**src/rtl/tx_word_sequencer_1553.sv**
```systemverilog
// Transmit word sequencer for encoder_1553: descriptor FIFO, single-cycle
// csw/dw launch strobes, tx_busy handshake with timeout and inter-word gap.
module tx_word_sequencer_1553 #(
  parameter int DEPTH        = 16,
  parameter int GAP_CYCLES   = 8,
  parameter int BUSY_TIMEOUT = 4
) (
  input  logic                     enc_clk,
  input  logic                     rst,
  input  logic                     enable,
  input  logic                     wr_en,
  input  logic [17:0]              wr_word,
  input  logic                     tx_busy,
  output logic [15:0]              tx_dword,
  output logic                     tx_csw,
  output logic                     tx_dw,
  output logic                     full,
  output logic                     empty,
  output logic [$clog2(DEPTH):0]   count,
  output logic                     overflow,
  output logic                     err_sync,
  output logic                     err_timeout,
  output logic [15:0]              words_sent
);

  localparam int AW = $clog2(DEPTH);
  localparam int CW = AW + 1;
  localparam int TW = $clog2(BUSY_TIMEOUT + 1);
  localparam int GW = $clog2(GAP_CYCLES + 1);

  typedef enum logic [2:0] {
    S_IDLE,
    S_POP,
    S_LAUNCH,
    S_WAIT_BUSY,
    S_BUSY,
    S_GAP
  } state_t;

  state_t          r_state;
  state_t          w_next;

  logic [17:0]     r_mem [DEPTH];
  logic [AW-1:0]   r_wptr;
  logic [AW-1:0]   r_rptr;
  logic [CW-1:0]   r_count;
  logic [17:0]     r_hold;
  logic [15:0]     r_dword;
  logic [15:0]     r_sent;
  logic            r_overflow;
  logic [TW-1:0]   r_timer;
  logic [GW-1:0]   r_gap;

  logic            w_full;
  logic            w_empty;
  logic            w_pop;
  logic            w_push;
  logic            w_launch;
  logic            w_err_sync;
  logic            w_err_tmo;

  assign w_full  = (r_count == CW'(DEPTH));
  assign w_empty = (r_count == '0);
  assign w_pop   = (r_state == S_IDLE) && enable && !w_empty;
  // A full FIFO still accepts a write when the head leaves in the same cycle.
  assign w_push  = wr_en && (!w_full || w_pop);

  always_ff @(posedge enc_clk) begin
    if (w_push) begin
      r_mem[r_wptr] <= wr_word;
    end
  end

  always_ff @(posedge enc_clk or posedge rst) begin
    if (rst) begin
      r_wptr     <= '0;
      r_rptr     <= '0;
      r_count    <= '0;
      r_hold     <= '0;
      r_overflow <= 1'b0;
    end else begin
      r_overflow <= wr_en && !w_push;
      if (w_push) begin
        r_wptr <= r_wptr + AW'(1);
      end
      if (w_pop) begin
        r_rptr <= r_rptr + AW'(1);
        r_hold <= r_mem[r_rptr];
      end
      if (w_push && !w_pop) begin
        r_count <= r_count + CW'(1);
      end else if (w_pop && !w_push) begin
        r_count <= r_count - CW'(1);
      end
    end
  end

  always_comb begin
    w_next     = r_state;
    w_launch   = 1'b0;
    w_err_sync = 1'b0;
    w_err_tmo  = 1'b0;
    unique case (r_state)
      S_IDLE: begin
        if (w_pop) begin
          w_next = S_POP;
        end
      end
      S_POP: begin
        if (r_hold[17] ^ r_hold[16]) begin
          w_launch = 1'b1;
          w_next   = S_LAUNCH;
        end else begin
          w_err_sync = 1'b1;
          w_next     = S_IDLE;
        end
      end
      S_LAUNCH: begin
        w_next = S_WAIT_BUSY;
      end
      S_WAIT_BUSY: begin
        if (tx_busy) begin
          w_next = S_BUSY;
        end else if (r_timer == TW'(BUSY_TIMEOUT - 1)) begin
          w_err_tmo = 1'b1;
          w_next    = S_GAP;
        end
      end
      S_BUSY: begin
        if (!tx_busy) begin
          w_next = S_GAP;
        end
      end
      S_GAP: begin
        // Busy reappearing during the gap is treated as a still-running word.
        if (tx_busy) begin
          w_next = S_BUSY;
        end else if (r_gap == GW'(GAP_CYCLES - 1)) begin
          w_next = S_IDLE;
        end
      end
      default: begin
        w_next = S_IDLE;
      end
    endcase
  end

  always_ff @(posedge enc_clk or posedge rst) begin
    if (rst) begin
      r_state <= S_IDLE;
      r_dword <= '0;
      r_sent  <= '0;
      r_timer <= '0;
      r_gap   <= '0;
    end else begin
      r_state <= w_next;
      if (w_launch) begin
        r_dword <= r_hold[15:0];
        r_sent  <= r_sent + 16'd1;
      end
      if (r_state == S_WAIT_BUSY) begin
        r_timer <= r_timer + TW'(1);
      end else begin
        r_timer <= '0;
      end
      if (r_state == S_GAP) begin
        r_gap <= r_gap + GW'(1);
      end else begin
        r_gap <= '0;
      end
    end
  end

  assign tx_dword    = r_dword;
  assign tx_csw      = (r_state == S_LAUNCH) && r_hold[17];
  assign tx_dw       = (r_state == S_LAUNCH) && r_hold[16];
  assign full        = w_full;
  assign empty       = w_empty;
  assign count       = r_count;
  assign overflow    = r_overflow;
  assign err_sync    = w_err_sync;
  assign err_timeout = w_err_tmo;
  assign words_sent  = r_sent;

endmodule

```
**config.mk**
```make
export PLATFORM = sky130hd
export DESIGN_NAME = tx_word_sequencer_1553
export DESIGN_NICKNAME = d
export VERILOG_FILES = /design/src/rtl/tx_word_sequencer_1553.sv
export SDC_FILE = /design/constraint.sdc
export NUM_CORES = 1
export LEC_CHECK = 0
export CORE_ASPECT_RATIO = 1.1
export CORE_MARGIN = 4
export CORE_UTILIZATION = 60
export CTS_CLUSTER_SIZE = 16
export DETAILED_ROUTE_END_ITERATION = 12
export GPL_ROUTABILITY_DRIVEN = 0
export PLACE_DENSITY = 0.79
export SLEW_MARGIN = 20
export SYNTH_ARGS = -nofsm -noshare
export SYNTH_HDL_FRONTEND = slang
export SYNTH_SLANG_ARGS = --single-unit
```
**constraint.sdc**
```tcl
create_clock -name enc_clk -period 3.8 [get_ports enc_clk]
set_input_delay 0.57 -clock enc_clk [delete_from_list [all_inputs] [get_ports enc_clk]]
set_output_delay 0.57 -clock enc_clk [all_outputs]
set_load 0.02 [all_outputs]
```
Word-level counts from Yosys, hierarchy flattened. Memories as Yosys holds them, arrays and structs flattened. A register that Yosys moved wholly into a read port is not among the register bits. Cells that the tools add are included.

Flip-flop bits (word level): 56. RAM bits: 288. Bits of input ports: 23. Output and inout bits: 44. Word-level logic and storage cells: 68. Memories kept: 1.

Memory list: r_mem (words 16, bits a word 18, read ports 1, clocked after Yosys merged registers in 1, write ports 1, RTL line 43) `logic [17:0] r_mem [DEPTH];`.

Add/subtract/negate cells: 7. Equality and inequality tests: 12. Multiplexer cells: 21. Bitwise operators: 1. Reduce and logical (&&, ||, !) cells: 17.

Operator list (number): $mux 3 (7); $pmux 3 s6 (1); $add 16x1->16 const B (1); $add 4x1->4 const B (3); $mux 5 (2); $eq 3x2->1 const B (3); $mux 1 (9); $logic_and 1x1->1 (8); $eq 3x3->1 const B (2); $ne 3x3->1 const B (2); $add 5x1->5 const B (1); $eq 5x5->1 const B (1); $logic_not 5->1 (1); $sub 5x1->5 const B (1); $eq 4x3->1 const B (1); $logic_not 1->1 (4); $mux 4 (1); $ne 2x2->1 const B (2); $reduce_and 4->1 (1); $add 3x1->3 const B (1); $eq 3x1->1 const B (1); $logic_not 3->1 (1); $mux 2 (1); $reduce_bool 2->1 (1); 2 further kinds (2).

Longest topological paths before layout. Gate-level depths: netlist of the first run.

Word-level depth: 9. Depth in mapped cells: 11. Mapped depth without buffers: 10.

Least setup slack after synthesis of the first run. No wires, ideal clock.

Path kind: in2reg. From: input enable. To: memory r_mem[3][0], enable pin. Data arrival time: 2955 ps. Data required time: 3384 ps. Path slack: 430 ps. Stages: 6. Path through: or4b_1 > a21oi_2 > o21a_1 > buf_2 > nand2_1 > nor3_1.

Word-level cells in the longest chain between the ends: 6.

RTL lines: start, declared (RTL line 10) `input logic enable,`; $logic_and 1x1->1 (2 in series) (RTL line 64) `assign w_pop = (r_state == S_IDLE) && enable && !w_empty;`; $logic_or 1x1->1 (RTL line 66) `assign w_push = wr_en && (!w_full || w_pop);`; $logic_and 1x1->1 (RTL line 66); net w_push (RTL line 57) `logic w_push;`; $mux 1 (RTL line 69) `if (w_push) begin`; $mux 1 (not written as such) (RTL line 70) `r_mem[r_wptr] <= wr_word;`; end, declared (RTL line 43).

The timed path passes the listed nets, and every way through them passes these cells.

Final worst setup path of the first run.
From: register r_count[0], in the netlist count[0]. To: output full.

Word-level cells in the longest chain between the ends: 1.

RTL lines: start, declared (RTL line 46) `logic [CW-1:0] r_count;`; start signal, assigned (RTL line 91) `r_count <= r_count + CW'(1);`; start signal, assigned (RTL line 93) `r_count <= r_count - CW'(1);`; $eq 5x5->1 (RTL line 62) `assign w_full = (r_count == CW'(DEPTH));`; end, declared (RTL line 17) `output logic full,`.

Every way passes these cells.

==> reports/results.ini, run 1 <==
[run_status]
status=complete, no violations

[cts]
ctsLongestPathBuffers=3
htreeDepth=2
clkTransAtPathRegs_ns=0.06
postCtsSetupBuffers=0
cts_resized=0
numCtsBuffers=35
clockRootBuffer=clkbuf_16
hold_buffers=0
worstSkewPairLatency_ns=0.51
cts_tree=done
numClockSinks=362

[worst_hold_path]
hold_class=input port to asynchronous set/reset pin

[detailed_routing]
drtPass1Iterations=5
vias=7404
routed_via_density=6.28
drt-total-wl_mm=29.3
ant_nets=0
drt-wirelength-per-cell_um=24.9
initialDrtViolationCount=748
drc=0

[worst_setup_path]
path_buf_inv=2
crit_chain=nor4_1 -> nand2_1 -> inv_1 -> clkdlybuf4s50_1
cp-start-kind=register
cp.arrival_ns=2.62
cp.depth=4
end_kind=output pin
critPathMaxFanout=5
slowest_delay_ns=0.81
crit_required_ns=3.23
criticalPathCategory=register to output pin
path_delay_family=simple AND/OR/NAND/NOR gates
slowest_stage=nor4_1
r2r.worst_path.cells=10

[pwr]
leakage_nw=5.69
p_per_area_nw_per_um2=769
irDropWorstVdd_mv=0.346

[finish]
final-instance-count-excl-fill=1179
fin_util=0.715
nFillCells=1337
seq_area_um2=10500
drive_gt1_frac=0.215
diodes=0
nets=891
multi_input_area_um2=3380
area_delta_synth_final_pct=16.9

[floorplanning]
die_h_um=168
core-area_um2=22900
fp.dieArea_um2=25900
ios=67
die_w_um=154
num_rows=58
start_util=0.612

[grt]
grt_first_pass_wirelength_mm=45.4
grt_overflow=0
antenna_found_initial=0
grt_max_degree=74
grt_pass1_vias=7749
grtUsageTotal=0.231

[timing]
slew_viol_final=0
tns_ns=0
relSlewSlack=0.368
fmax_mhz=314
setup_violations=0
grt_setup_unrepaired=no
finalCritPeriodShare=0.839
finClkSkew_ns=0.0111
hold_viol=0
worstMarginPinSlew_ns=0.947
layout_min_cycle_time_ns=3.19

[synth]
synth-seq-cells=362
syn_area_per_cell_um2=18.5
synthTopCellsByCount=288 x edfxtp_1, 77 x nand2_1, 74 x dfrtp_1, 72 x mux4_2, 38 x o22ai_1
syn-num-nets=796
synthArstFlopShare=0.204
synth_cell_types=38
synth_most_common_cell=edfxtp_1
synth_largest_area_cell=edfxtp_1
yosys.area.top_type_share=0.617
synthFlopType=edfxtp_1
syn_area_um2=14000
yosysWarningCount=0
synth-edff-count=288
synthTopCellsByArea=edfxtp_1 62%, dfrtp_1 13%, mux4_2 12%, nand2_1 2.1%, o22ai_1 1.7%
ys_seq_area_frac=0.749
netlist_instances=759

[place]
dp_hpwl_mm=17.5
numPortBuffers=66
placed_cells=1117

[flow_run]
maxCapViolCount=0

where the power goes:
group / internal [W] / switching, W
Clock: 0.00214 / 0.00140
Combinational: 0.00170 / 0.00197
Sequential: 0.00491 / 0.000483
Total: 0.00876 / 0.00385
through the flow:
step	total power, W	setup WS, ns	instance area, µm²	hold slack (ns)
after detailed placement	0.00908	0.501	15200	0.429
after CTS	0.0127	0.592	16400	0.431
after floorplan	0.00779	0.430	14000	0.410
after global placement	0.00892	0.554	15200	0.424
after global routing	0.0132	0.414	16400	0.455
final	0.0126	0.611	16400	0.426
flip-flops by register name, summed over array words and instances, names as in the netlist:
register    count
r_rptr          4
r_mem         288
words_sent     16
count           5
r_hold         18
r_timer         3
tx_dword       16
r_state         3
r_wptr          4
r_gap           4
overflow        1
layout make-up:
cell class                 count  area share
tap                          300      0.0229
timing repair buffer          94      0.0554
clock inverter                20      0.0133
inverter                      14     0.00320
sequential                   362       0.641
multi-input combinational    347       0.206
clock buffer                  42      0.0588
layout by cell type (no fill, tap or decap), drive strengths merged:
cell type,netlist,layout
a21o,2,2
a21oi,22,22
a31oi,1,1
and2,2,2
and3,4,4
and4,1,1
buf,15,28
bufinv,0,5
clkbuf,21,42
clkdlybuf4s50,0,66
clkinv,0,13
clkinvlp,0,2
dfrtp,74,74
edfxtp,288,288
fa,1,1
ha,13,13
inv,14,14
mux2,19,19
mux2i,1,1
mux4,72,72
nand2,77,77
nand2b,3,3
nand3,7,7
nand4,5,5
nand4b,1,1
nor2,28,28
nor2b,1,1
nor3,4,4
nor3b,6,6
nor4,1,1
o21a,1,1
o21ai,6,6
o22ai,38,38
or2,1,1
or3,1,1
or4b,1,1
xnor2,17,17
xor2,11,11
path summary, 6_finish.rpt:
path,from,to,slack (ns)
min in group enc_clk,r_timer[0],r_timer[0],0.44
hold reg to reg,r_timer[0],r_timer[0],0.44
max in group asynchronous,rst,r_rptr[0],2.30
hold / removal,rst,r_state[0],0.43
setup / recovery,count[0],full,0.61
setup reg to reg,count[0],count[4],0.75
cell families after synthesis:
group,synth area share
compound gates,0.0293
xor+xnor,0.0175
mux,0.132
flops,0.749
buf+inv,0.0148
fa+ha+maj,0.0130
simple gates,0.0452
per-layer routing:
metal  part of all wire  vias to the layer above  global-route usage
met3              0.072                       50              0.0424
met1               0.39                     3853               0.313
met5                  0                        -                   0
met4              0.022                        0              0.0622
met2               0.52                      349               0.394
li1                   -                     3152                   -
(Power assumes the default switching activity.)
==> run 2, diff against run 1 <==
--- a/config.mk
+++ b/config.mk
@@ -7,11 +7,11 @@
 export LEC_CHECK = 0
 export CORE_ASPECT_RATIO = 1.1
 export CORE_MARGIN = 4
-export CORE_UTILIZATION = 60
+export CORE_UTILIZATION = 54
 export CTS_CLUSTER_SIZE = 16
 export DETAILED_ROUTE_END_ITERATION = 12
 export GPL_ROUTABILITY_DRIVEN = 0
-export PLACE_DENSITY = 0.79
+export PLACE_DENSITY = 0.75
 export SLEW_MARGIN = 20
 export SYNTH_ARGS = -nofsm -noshare
 export SYNTH_HDL_FRONTEND = slang
==> constraint.sdc (replaced) <==
create_clock -name enc_clk -period 2.8 [get_ports enc_clk]
set_input_delay 0.42 -clock enc_clk [delete_from_list [all_inputs] [get_ports enc_clk]]
set_output_delay 0.42 -clock enc_clk [all_outputs]
set_load 0.02 [all_outputs]
==> reports/results.ini, run 2 (synthesis results as in run 1) <==
[finish]
drive_gt1_frac=0.248  ; +0.0328
nets=918  ; +3.0%
area_delta_synth_final_pct=19.6
biggestRegsByFlops=r_mem: 288 flops, r_hold: 18 flops
final_cell_mix=288 x edfxtp_1, 77 x nand2_1, 72 x mux4_2
nFillCells=1626  ; +22%
largest_reg_flops=288  ; unchanged
regMostFlops=r_mem
layout_commonest_cell=edfxtp_1

[timing]
relSlewSlack=0.493  ; +0.124
setup_ws_ns=0.115  ; -0.496 ns
hold_viol=0  ; unchanged
layout_min_cycle_time_ns=2.69
tns_ns=0  ; unchanged
fmax_mhz=372
grt_setup_unrepaired=no
slew_viol_final=0  ; unchanged
finalCritPeriodShare=0.959
worstMarginPinSlew_ns=0.761  ; -0.186 ns
setup_violations=0  ; unchanged
finClkSkew_ns=0.0215  ; +0.0104 ns

[worst_setup_path]
slowest_stage=or4b_4
cp-start-kind=register
r2r.worst_path.cells=10  ; unchanged
critPathMaxFanout=5  ; unchanged
crit_path_start=r_state[1]
r2r_slack_ns=0.11  ; -0.64 ns
crit_chain=or4b_4 -> a21oi_4 -> o21a_1 -> ha_2 -> inv_1 -> ha_1 -> a21o_1 -> a21oi_1 -> mux2i_1 -> xnor2_1
slowest_delay_ns=0.55  ; -0.26 ns
crit_path_end=count[4]
end_kind=register
cp.arrival_ns=3.11  ; +0.49 ns
rr_endpoint=count[4]
crit_required_ns=3.23  ; about the same
criticalPathCategory=register to register
timing.rr.start=r_state[1]

[pwr]
p_per_area_nw_per_um2=1040  ; +35%
irDropWorstVdd_mv=0.994  ; +190%
leakage_nw=5.87  ; +3.2%

[cts]
numClockSinks=362  ; unchanged
worstSkewPairLatency_ns=0.52  ; about the same
clkTransAtPathRegs_ns=0.06  ; about the same
clockRootBuffer=clkbuf_16
cts_tree=done
cts_resized=0  ; unchanged
ctsLongestPathBuffers=3  ; unchanged
postCtsSetupBuffers=0  ; unchanged
htreeDepth=2  ; unchanged
hold_buffers=0  ; unchanged
numCtsBuffers=35  ; unchanged

[floorplanning]
ios=67  ; unchanged
start_util=0.552  ; -0.0598
num_rows=61  ; +5.2%
die_h_um=177  ; +5.2%
fp.dieArea_um2=28600  ; +11%
core-area_um2=25400  ; +11%
die_w_um=162  ; +5.1%

[detailed_routing]
drtPass1Iterations=5  ; unchanged
routed_via_density=5.95  ; -5.3%
vias=7463  ; +0.80%
drc=0  ; unchanged
ant_nets=0  ; unchanged
drt-total-wl_mm=30.5  ; +3.8%
initialDrtViolationCount=718  ; -4.0%
drt-wirelength-per-cell_um=24.3  ; -2.4%

[grt]
antenna_found_initial=1  ; +1
grt_max_degree=74  ; unchanged
grt_pass1_vias=7876  ; +1.6%
grt_first_pass_wirelength_mm=47.0  ; +3.6%
grtUsageTotal=0.219  ; -0.0119
grt_overflow=0  ; unchanged

[place]
dp_hpwl_mm=18.9  ; +7.9%
numPortBuffers=66  ; unchanged
pre_cts_ws_ns=-0.308  ; -0.809 ns

[flow_run]
maxCapViolCount=0  ; unchanged

[run_status]
status=complete, no violations

[worst_hold_path]
hold_class=input port to asynchronous set/reset pin

-- run 2: changes by cell type in the layout (fill, tap and decap cells not counted), moves of 4 or more --
cell      change
buf_4        +22
clkinv_1      -9
buf_12        +5
clkinv_2      +4
clkbuf_1      +5
-- run 2: worst max-delay path, delay by kind of cell, from the launching register on --
| family | cells | cell delay, ns |
|---|---|---|
| buffers and inverters | 1 | 0.08 |
| adders and majority gates | 2 | 0.51 |
| muxes | 1 | 0.23 |
| DFF | 1 | 0.44 |
| AOI/OAI and AO/OA | 4 | 0.65 |
| xor gates and xnor gates | 1 | 0.14 |
| and+or+nand+nor | 1 | 0.55 |
-- run 2: layer usage --
layer | track usage | routed length [µm] | vias up
met2 | 0.371 | 15500 | 314
li1 | - | - | 3213
met1 | 0.295 | 12000 | 3883
met4 | 0.0631 | 791 | 0
met3 | 0.0426 | 2190 | 53
met5 | 0 | 0 | -
-- run 2: stage by stage --
stage | cells | hold WS [ns] | utilization | area (µm²) | total power [W]
2_1_floorplan | 759 | 0.410 | - | 14100 | 0.0106
3_3_place_gp | 1190 | 0.424 | 0.612 | 15500 | 0.0124
3_5_place_dp | 1190 | 0.430 | 0.612 | 15500 | 0.0126
4_1_cts | 1254 | 0.329 | 0.660 | 16800 | 0.0176
5_1_grt | 1255 | 0.371 | 0.660 | 16800 | 0.0183
6_report | 1255 | 0.325 | 0.660 | 16800 | 0.0175
-- run 2: where the power goes --
group	total, W	switching [W]	internal, W
Combinational	0.00524	0.00273	0.00251
Clock	0.00496	0.00196	0.00300
Sequential	0.00727	0.000596	0.00667
Total	0.0175	0.00529	0.0122
-- run 2: final cells by class --
class	count	area, µm²	area share
multi-input cells	347	3380	0.202
diodes	1	2.50	0.000149
inverters	14	53.8	0.00321
clock inverters	16	225	0.0134
well taps	346	433	0.0258
repair buffers	121	1170	0.0699
flip-flops and latches	362	10500	0.626
clock buffers	48	1000	0.0597
-- run 2: how the worst min path moves through the flow --
stage | startpoint | to | slack (ns)
floorplan | r_timer[0] | r_timer[0] | 0.41
global placement | r_timer[0] | r_timer[0] | 0.42
detailed placement | r_timer[0] | r_timer[0] | 0.43
CTS | rst | r_hold[7] | 0.33
global route | rst | words_sent[9] | 0.37
finish | rst | words_sent[10] | 0.32
